## config.mk

```make
export PLATFORM = sky130hd
export DESIGN_NAME = lsu_mem_ctrl
export DESIGN_NICKNAME = d
export VERILOG_FILES = /design/src/rtl/lsu_pkg.sv /design/src/rtl/lsu_align.sv /design/src/rtl/lsu_mem_ctrl.sv
export SDC_FILE = /design/constraint.sdc
export NUM_CORES = 1
export LEC_CHECK = 0
export CORE_UTILIZATION = 49
export CTS_CLUSTER_SIZE = 10
export DETAILED_ROUTE_END_ITERATION = 12
export GPL_ROUTABILITY_DRIVEN = 0
export PLACE_DENSITY = 0.86
export RECOVER_POWER = 25
export SLEW_MARGIN = 15
export SYNTH_ARGS = -nofsm -noshare
export SYNTH_HDL_FRONTEND = slang
export SYNTH_HIERARCHICAL = 1
export SYNTH_SLANG_ARGS = --single-unit
```

## constraint.sdc

```tcl
create_clock -name clk -period 4.45 [get_ports clk]
set_clock_uncertainty 0.05 [all_clocks]
set_input_delay 0.89 -clock clk [delete_from_list [all_inputs] [get_ports clk]]
set_output_delay 0.89 -clock clk [all_outputs]
set_load 0.01 [all_outputs]
```

## src/rtl/lsu_pkg.sv

```systemverilog
// lsu_pkg: shared constants and types for the MEM-stage load/store unit.
//   - funct3 access-size encodings (F3_*)
//   - RV32I load/store major opcodes (OP_*)
//   - controller state enum
package lsu_pkg;

  localparam logic [2:0] F3_B  = 3'b000;
  localparam logic [2:0] F3_H  = 3'b001;
  localparam logic [2:0] F3_W  = 3'b010;
  localparam logic [2:0] F3_BU = 3'b100;
  localparam logic [2:0] F3_HU = 3'b101;

  localparam logic [6:0] OP_LOAD  = 7'b0000011;
  localparam logic [6:0] OP_STORE = 7'b0100011;

  typedef enum logic [1:0] {
    IDLE = 2'd0,
    REQ  = 2'd1,
    WAIT = 2'd2
  } state_e;

endpackage

```

## src/rtl/lsu_align.sv

```systemverilog
// lsu_align: combinational lane logic for the load/store unit.
//   Request side (live MEM-stage inputs):
//     req_funct3, req_off, req_store, wdata -> be, wdata_rep, fault
//   Response side (latched request info):
//     ld_funct3, ld_off, rdata              -> ld_data (extended)
module lsu_align
  import lsu_pkg::*;
(
  input  logic [2:0]  req_funct3,
  input  logic [1:0]  req_off,
  input  logic        req_store,
  input  logic [31:0] wdata,
  output logic [3:0]  be,
  output logic [31:0] wdata_rep,
  output logic        fault,
  input  logic [2:0]  ld_funct3,
  input  logic [1:0]  ld_off,
  input  logic [31:0] rdata,
  output logic [31:0] ld_data
);

  logic [31:0] lane;

  always_comb begin
    be        = 4'b0000;
    wdata_rep = wdata;
    fault     = 1'b0;
    case (req_funct3)
      F3_B, F3_BU: begin
        be        = 4'b0001 << req_off;
        wdata_rep = {4{wdata[7:0]}};
      end
      F3_H, F3_HU: begin
        be        = 4'b0011 << req_off;
        wdata_rep = {2{wdata[15:0]}};
        fault     = req_off[0];
      end
      F3_W: begin
        be    = 4'b1111;
        fault = (req_off != 2'b00);
      end
      default: fault = 1'b1;
    endcase
    // Unsigned sizes only exist for loads.
    if (req_store && req_funct3[2]) fault = 1'b1;
  end

  // Shift the addressed byte/half down to bit 0 before extending.
  always_comb begin
    lane = rdata >> {ld_off, 3'b000};
    case (ld_funct3)
      F3_B:    ld_data = {{24{lane[7]}}, lane[7:0]};
      F3_BU:   ld_data = {24'd0, lane[7:0]};
      F3_H:    ld_data = {{16{lane[15]}}, lane[15:0]};
      F3_HU:   ld_data = {16'd0, lane[15:0]};
      default: ld_data = rdata;
    endcase
  end

endmodule

```

## src/rtl/lsu_mem_ctrl.sv

```systemverilog
// lsu_mem_ctrl: MEM-stage load/store controller for an RV32I pipeline.
//   Accepts a decoded load/store (load_en, store_en, funct3, rd, addr, wdata),
//   runs a req/gnt/rvalid transaction on the data-memory port, stalls the
//   pipeline while the access is outstanding, and returns extended load data
//   on wb_valid/wb_rd/wb_data. Misaligned/illegal accesses raise addr_fault
//   combinationally; accesses exceeding TIMEOUT_CYCLES raise timeout_fault.
//   Ports: clk, rst_n (sync, active-low); pipeline side load_en, store_en,
//   funct3, rd, addr, wdata, stall, wb_*, addr_fault, timeout_fault; memory
//   side mem_req, mem_we, mem_be, mem_addr, mem_wdata, mem_gnt, mem_rvalid,
//   mem_rdata.
module lsu_mem_ctrl
  import lsu_pkg::*;
#(
  parameter int unsigned TIMEOUT_CYCLES = 255,
  parameter int unsigned CNT_W          = 16
) (
  input  logic        clk,
  input  logic        rst_n,
  input  logic        load_en,
  input  logic        store_en,
  input  logic [2:0]  funct3,
  input  logic [4:0]  rd,
  input  logic [31:0] addr,
  input  logic [31:0] wdata,
  output logic        mem_req,
  output logic        mem_we,
  output logic [3:0]  mem_be,
  output logic [31:0] mem_addr,
  output logic [31:0] mem_wdata,
  input  logic        mem_gnt,
  input  logic        mem_rvalid,
  input  logic [31:0] mem_rdata,
  output logic        stall,
  output logic        wb_valid,
  output logic [4:0]  wb_rd,
  output logic [31:0] wb_data,
  output logic        addr_fault,
  output logic        timeout_fault
);

  localparam logic [CNT_W-1:0] CNT_LAST = CNT_W'(TIMEOUT_CYCLES - 1);

  state_e            state_q, state_d;
  logic [CNT_W-1:0]  cnt_q, cnt_d;
  logic              mem_req_q, mem_req_d;
  logic              mem_we_q, mem_we_d;
  logic [3:0]        mem_be_q, mem_be_d;
  logic [31:0]       mem_addr_q, mem_addr_d;
  logic [31:0]       mem_wdata_q, mem_wdata_d;
  logic              wb_valid_q, wb_valid_d;
  logic [4:0]        wb_rd_q, wb_rd_d;
  logic [31:0]       wb_data_q, wb_data_d;
  logic              timeout_fault_q, timeout_fault_d;
  logic [4:0]        rd_q, rd_d;
  logic [2:0]        funct3_q, funct3_d;
  logic [1:0]        off_q, off_d;

  logic              access, acc_fault, done, expire;
  logic [3:0]        be_new;
  logic [31:0]       wdata_new, ld_data;

  // A simultaneous load_en/store_en is handled as a store.
  assign access = load_en | store_en;

  lsu_align u_align (
    .req_funct3 (funct3),
    .req_off    (addr[1:0]),
    .req_store  (store_en),
    .wdata      (wdata),
    .be         (be_new),
    .wdata_rep  (wdata_new),
    .fault      (acc_fault),
    .ld_funct3  (funct3_q),
    .ld_off     (off_q),
    .rdata      (mem_rdata),
    .ld_data    (ld_data)
  );

  // In REQ a response only counts together with the grant.
  assign done   = ((state_q == REQ) && mem_gnt && mem_rvalid) ||
                  ((state_q == WAIT) && mem_rvalid);
  assign expire = (cnt_q == CNT_LAST);

  always_comb begin
    state_d         = state_q;
    cnt_d           = cnt_q;
    mem_req_d       = mem_req_q;
    mem_we_d        = mem_we_q;
    mem_be_d        = mem_be_q;
    mem_addr_d      = mem_addr_q;
    mem_wdata_d     = mem_wdata_q;
    wb_valid_d      = 1'b0;
    wb_rd_d         = wb_rd_q;
    wb_data_d       = wb_data_q;
    timeout_fault_d = 1'b0;
    rd_d            = rd_q;
    funct3_d        = funct3_q;
    off_d           = off_q;
    stall           = 1'b0;
    addr_fault      = 1'b0;
    case (state_q)
      IDLE: begin
        if (access) begin
          if (acc_fault) begin
            addr_fault = 1'b1;
          end else begin
            stall       = 1'b1;
            state_d     = REQ;
            cnt_d       = '0;
            mem_req_d   = 1'b1;
            mem_we_d    = store_en;
            mem_be_d    = be_new;
            mem_addr_d  = {addr[31:2], 2'b00};
            mem_wdata_d = wdata_new;
            rd_d        = rd;
            funct3_d    = funct3;
            off_d       = addr[1:0];
          end
        end
      end
      REQ, WAIT: begin
        if (done) begin
          state_d   = IDLE;
          mem_req_d = 1'b0;
          if (!mem_we_q) begin
            wb_valid_d = 1'b1;
            wb_rd_d    = rd_q;
            wb_data_d  = ld_data;
          end
        end else if (expire) begin
          state_d         = IDLE;
          mem_req_d       = 1'b0;
          timeout_fault_d = 1'b1;
        end else begin
          stall = 1'b1;
          cnt_d = cnt_q + CNT_W'(1);
          if ((state_q == REQ) && mem_gnt) begin
            mem_req_d = 1'b0;
            state_d   = WAIT;
          end
        end
      end
      default: state_d = IDLE;
    endcase
  end

  always_ff @(posedge clk) begin
    if (!rst_n) begin
      state_q         <= IDLE;
      cnt_q           <= '0;
      mem_req_q       <= 1'b0;
      mem_we_q        <= 1'b0;
      mem_be_q        <= 4'b0000;
      mem_addr_q      <= 32'd0;
      mem_wdata_q     <= 32'd0;
      wb_valid_q      <= 1'b0;
      wb_rd_q         <= 5'd0;
      wb_data_q       <= 32'd0;
      timeout_fault_q <= 1'b0;
      rd_q            <= 5'd0;
      funct3_q        <= 3'd0;
      off_q           <= 2'd0;
    end else begin
      state_q         <= state_d;
      cnt_q           <= cnt_d;
      mem_req_q       <= mem_req_d;
      mem_we_q        <= mem_we_d;
      mem_be_q        <= mem_be_d;
      mem_addr_q      <= mem_addr_d;
      mem_wdata_q     <= mem_wdata_d;
      wb_valid_q      <= wb_valid_d;
      wb_rd_q         <= wb_rd_d;
      wb_data_q       <= wb_data_d;
      timeout_fault_q <= timeout_fault_d;
      rd_q            <= rd_d;
      funct3_q        <= funct3_d;
      off_q           <= off_d;
    end
  end

  assign mem_req       = mem_req_q;
  assign mem_we        = mem_we_q;
  assign mem_be        = mem_be_q;
  assign mem_addr      = mem_addr_q;
  assign mem_wdata     = mem_wdata_q;
  assign wb_valid      = wb_valid_q;
  assign wb_rd         = wb_rd_q;
  assign wb_data       = wb_data_q;
  assign timeout_fault = timeout_fault_q;

endmodule

```

==> flow_summary.ini <==
[outcome]
status = complete, no violations

[logic_synthesis]
synth.distinct_cells = 67
async_reset_ff_share_pct = 0
synth_top_area_cell = dfxtp_1
avgSynthCellArea_sq_um = 7.71
ys_warn_count = 6
synth.most_common_cell = nand2_1
synth_common_cells = nand2_1, dfxtp_1, a21oi_1, clkbuf_1, o21ai_0
synth_top_area_share_pct = 42.1
yosysSeqAreaShare_pct = 42.1
synth-edff-count = 0
synth_top_flop_cell = dfxtp_1
synthesis.area_sq_um = 6420
synthCells = 833
ys_ff_latch = 135
synth_area_leaders = dfxtp_1, nand2_1, a21oi_1, mux2_2, clkbuf_1

[placement]
hpwlAfterDp_um = 13400
io_buffers = 218
dpl_cell_area_sq_um = 8580

[setup_path]
critPathBufInv = 4
endpoint_kind = output pin
critPathKind = in -> out
cp-start-kind = input pin
slowest_delay_ps = 570
path_cells = clkdlybuf4s50_1 > buf_4 > a221oi_1 > a21oi_1 > inv_1 > nand2b_2 > a21oi_1 > clkdlybuf4s50_1
crit_family = buffers and inverters
worstPathArrival_ps = 2810
worst-path-max-fanout = 9
cp_slowest_cell = clkdlybuf4s50_1
required_ps = 3510

[drt]
wl_um = 19300
route.vias.total = 6621
drc_errors = 0
dr.pass1.iters = 5
drt_iter0_markers = 492
via_per_inst = 5.53
wire_per_inst_um = 16.1
ant_nets = 0

[clocking]
root_buffer = clkbuf_16
holdBufCountCts = 0
clkSlewWorstSetupHoldPaths_ps = 50
clk_path_buf_depth = 2
h-tree-depth = 4
cts_resized = 0
postCtsSetupRepairBufs = 0
cts_buffers = 17
cts_tree = built
clk_latency_ps = 420
cts_sinks = 135

[die]
die_h_um = 116
core_region_area_sq_um = 12700
pin_count = 221
die_w_um = 116
dieArea_sq_um = 13600
row_count = 41
start_util_pct = 50.5

[sta]
rsz0062_at_grt = false
min_period_over_period_pct = 84.2
clock.fmax_mhz = 267
relSlewSlack_pct = 39.7
whs_ps = 398
worst_slew_pin_slew_ps = 898
tns_ps = 0
min_period_ps = 3750
finalHoldViolations = 0
setup_viol = 0
slew_viol_final = 0

[global_routing]
grt_overflow = 0
grt_pass1_vias = 6142
grt_usage_pct = 28.7
antenna_found_initial = 0
grt_start_max_net_pins = 82
grt_pass1_wl_um = 30000

[layout]
fin_area_sq_um = 9210
fin_nets = 1130
layout-drive-gt1-share_pct = 8.20
utilization_pct = 72.4
syn2layout_area_growth_pct = 43.4
insertedDiodeCount = 0

[power_and_ir_drop]
p_per_area_nw_per_um2 = 373
total_power_mw = 3.44
ir_worst_vdd_v = 0.000275
leakage_nw = 3.45

[hold_path]
min-delay-path-class = reg -> reg

[run]
drv_cap = 0
[per-layer routing]
layer | vias up | track usage (%) | part of all wire [%]
li1 | 3215 | - | -
met1 | 3083 | 34.2 | 41
met2 | 291 | 46.7 | 48
met3 | 32 | 11.3 | 9.3
met4 | 0 | 10.7 | 1.9
met5 | - | 0 | 0
[cell families after synthesis]
group	synth area share (%)
other cells	0.0584
buf+inv	6.29
simple gates	23.8
compound gates	20.4
fa+ha+maj	1.17
mux	6.21
flops	42.1
[layout by cell type, fill, tap and decap left out, types with 3 or more instances in the layout]
| cell type | count |
|---|---|
| clkinv_2 | 3 |
| clkbuf_16 | 17 |
| o21ai_1 | 10 |
| inv_1 | 13 |
| ha_1 | 6 |
| or4_1 | 3 |
| a221oi_1 | 4 |
| nor2b_1 | 3 |
| dlygate4sd3_1 | 60 |
| dfxtp_1 | 135 |
| clkdlybuf4s50_1 | 158 |
| nor2_1 | 13 |
| or3_2 | 4 |
| o21ai_0 | 28 |
| a2bb2oi_1 | 3 |
| mux2_2 | 21 |
| nand3b_1 | 4 |
| a22oi_1 | 4 |
| o21a_1 | 3 |
| o31ai_1 | 9 |
| nand3_1 | 10 |
| o2bb2ai_1 | 5 |
| nand2_1 | 282 |
| mux2i_1 | 14 |
| or3_1 | 3 |
| bufinv_16 | 4 |
| a22o_1 | 4 |
| a21oi_1 | 127 |
| o211a_1 | 3 |
| buf_4 | 9 |
| nand4_1 | 4 |
| nor3_1 | 6 |
| clkbuf_8 | 6 |
[final timing paths]
| kind | startpoint | to | cells past startpoint | slack, ps |
|---|---|---|---|---|
| setup / recovery | funct3[0] | stall | 8 | 700 |
| hold / removal | mem_wdata[3] | mem_wdata[3] | 2 | 400 |
| setup reg to reg | cnt_q[1] | cnt_q[12] | 6 | 1620 |
| hold reg to reg | mem_wdata[3] | mem_wdata[3] | 2 | 400 |
[area by class of cell]
class                           instances  area, sq um
Tap cell                              172          215
Multi-Input combinational cell        618         3320
Inverter                               14         53.8
Fill cell                             995         3510
Clock inverter                          7          139
Timing Repair Buffer                  228         2270
Clock buffer                           23          508
Sequential cell                       135         2700
[metrics by stage]
step	cells	setup slack, ps
2_1_floorplan	834	1110
3_3_place_gp	1167	731
3_5_place_dp	1167	678
4_1_cts	1197	703
5_1_grt	1197	578
6_report	1197	704
[report_power, final]
part	internal, mW	switching, mW
logic	0.284	0.319
clock network	1.02	0.511
registers	1.27	0.0382
[flip-flops by register name, indices dropped and copies added (netlist names)]
signal and count:
wb_data 32, wb_valid 1, mem_be 4, mem_we 1, timeout_fault 1, wb_rd 5, off_q 2, cnt_q 16
mem_addr 30, mem_req 1, state_q 2, funct3_q 3, mem_wdata 32, rd_q 5
[worst min-delay path, cell delays in order, from the launching register on]
cell and delay (ps):
dfxtp_1 300, nand2_1 50, a21oi_1 50
No activity file was read; power rests on OpenSTA's default activity.
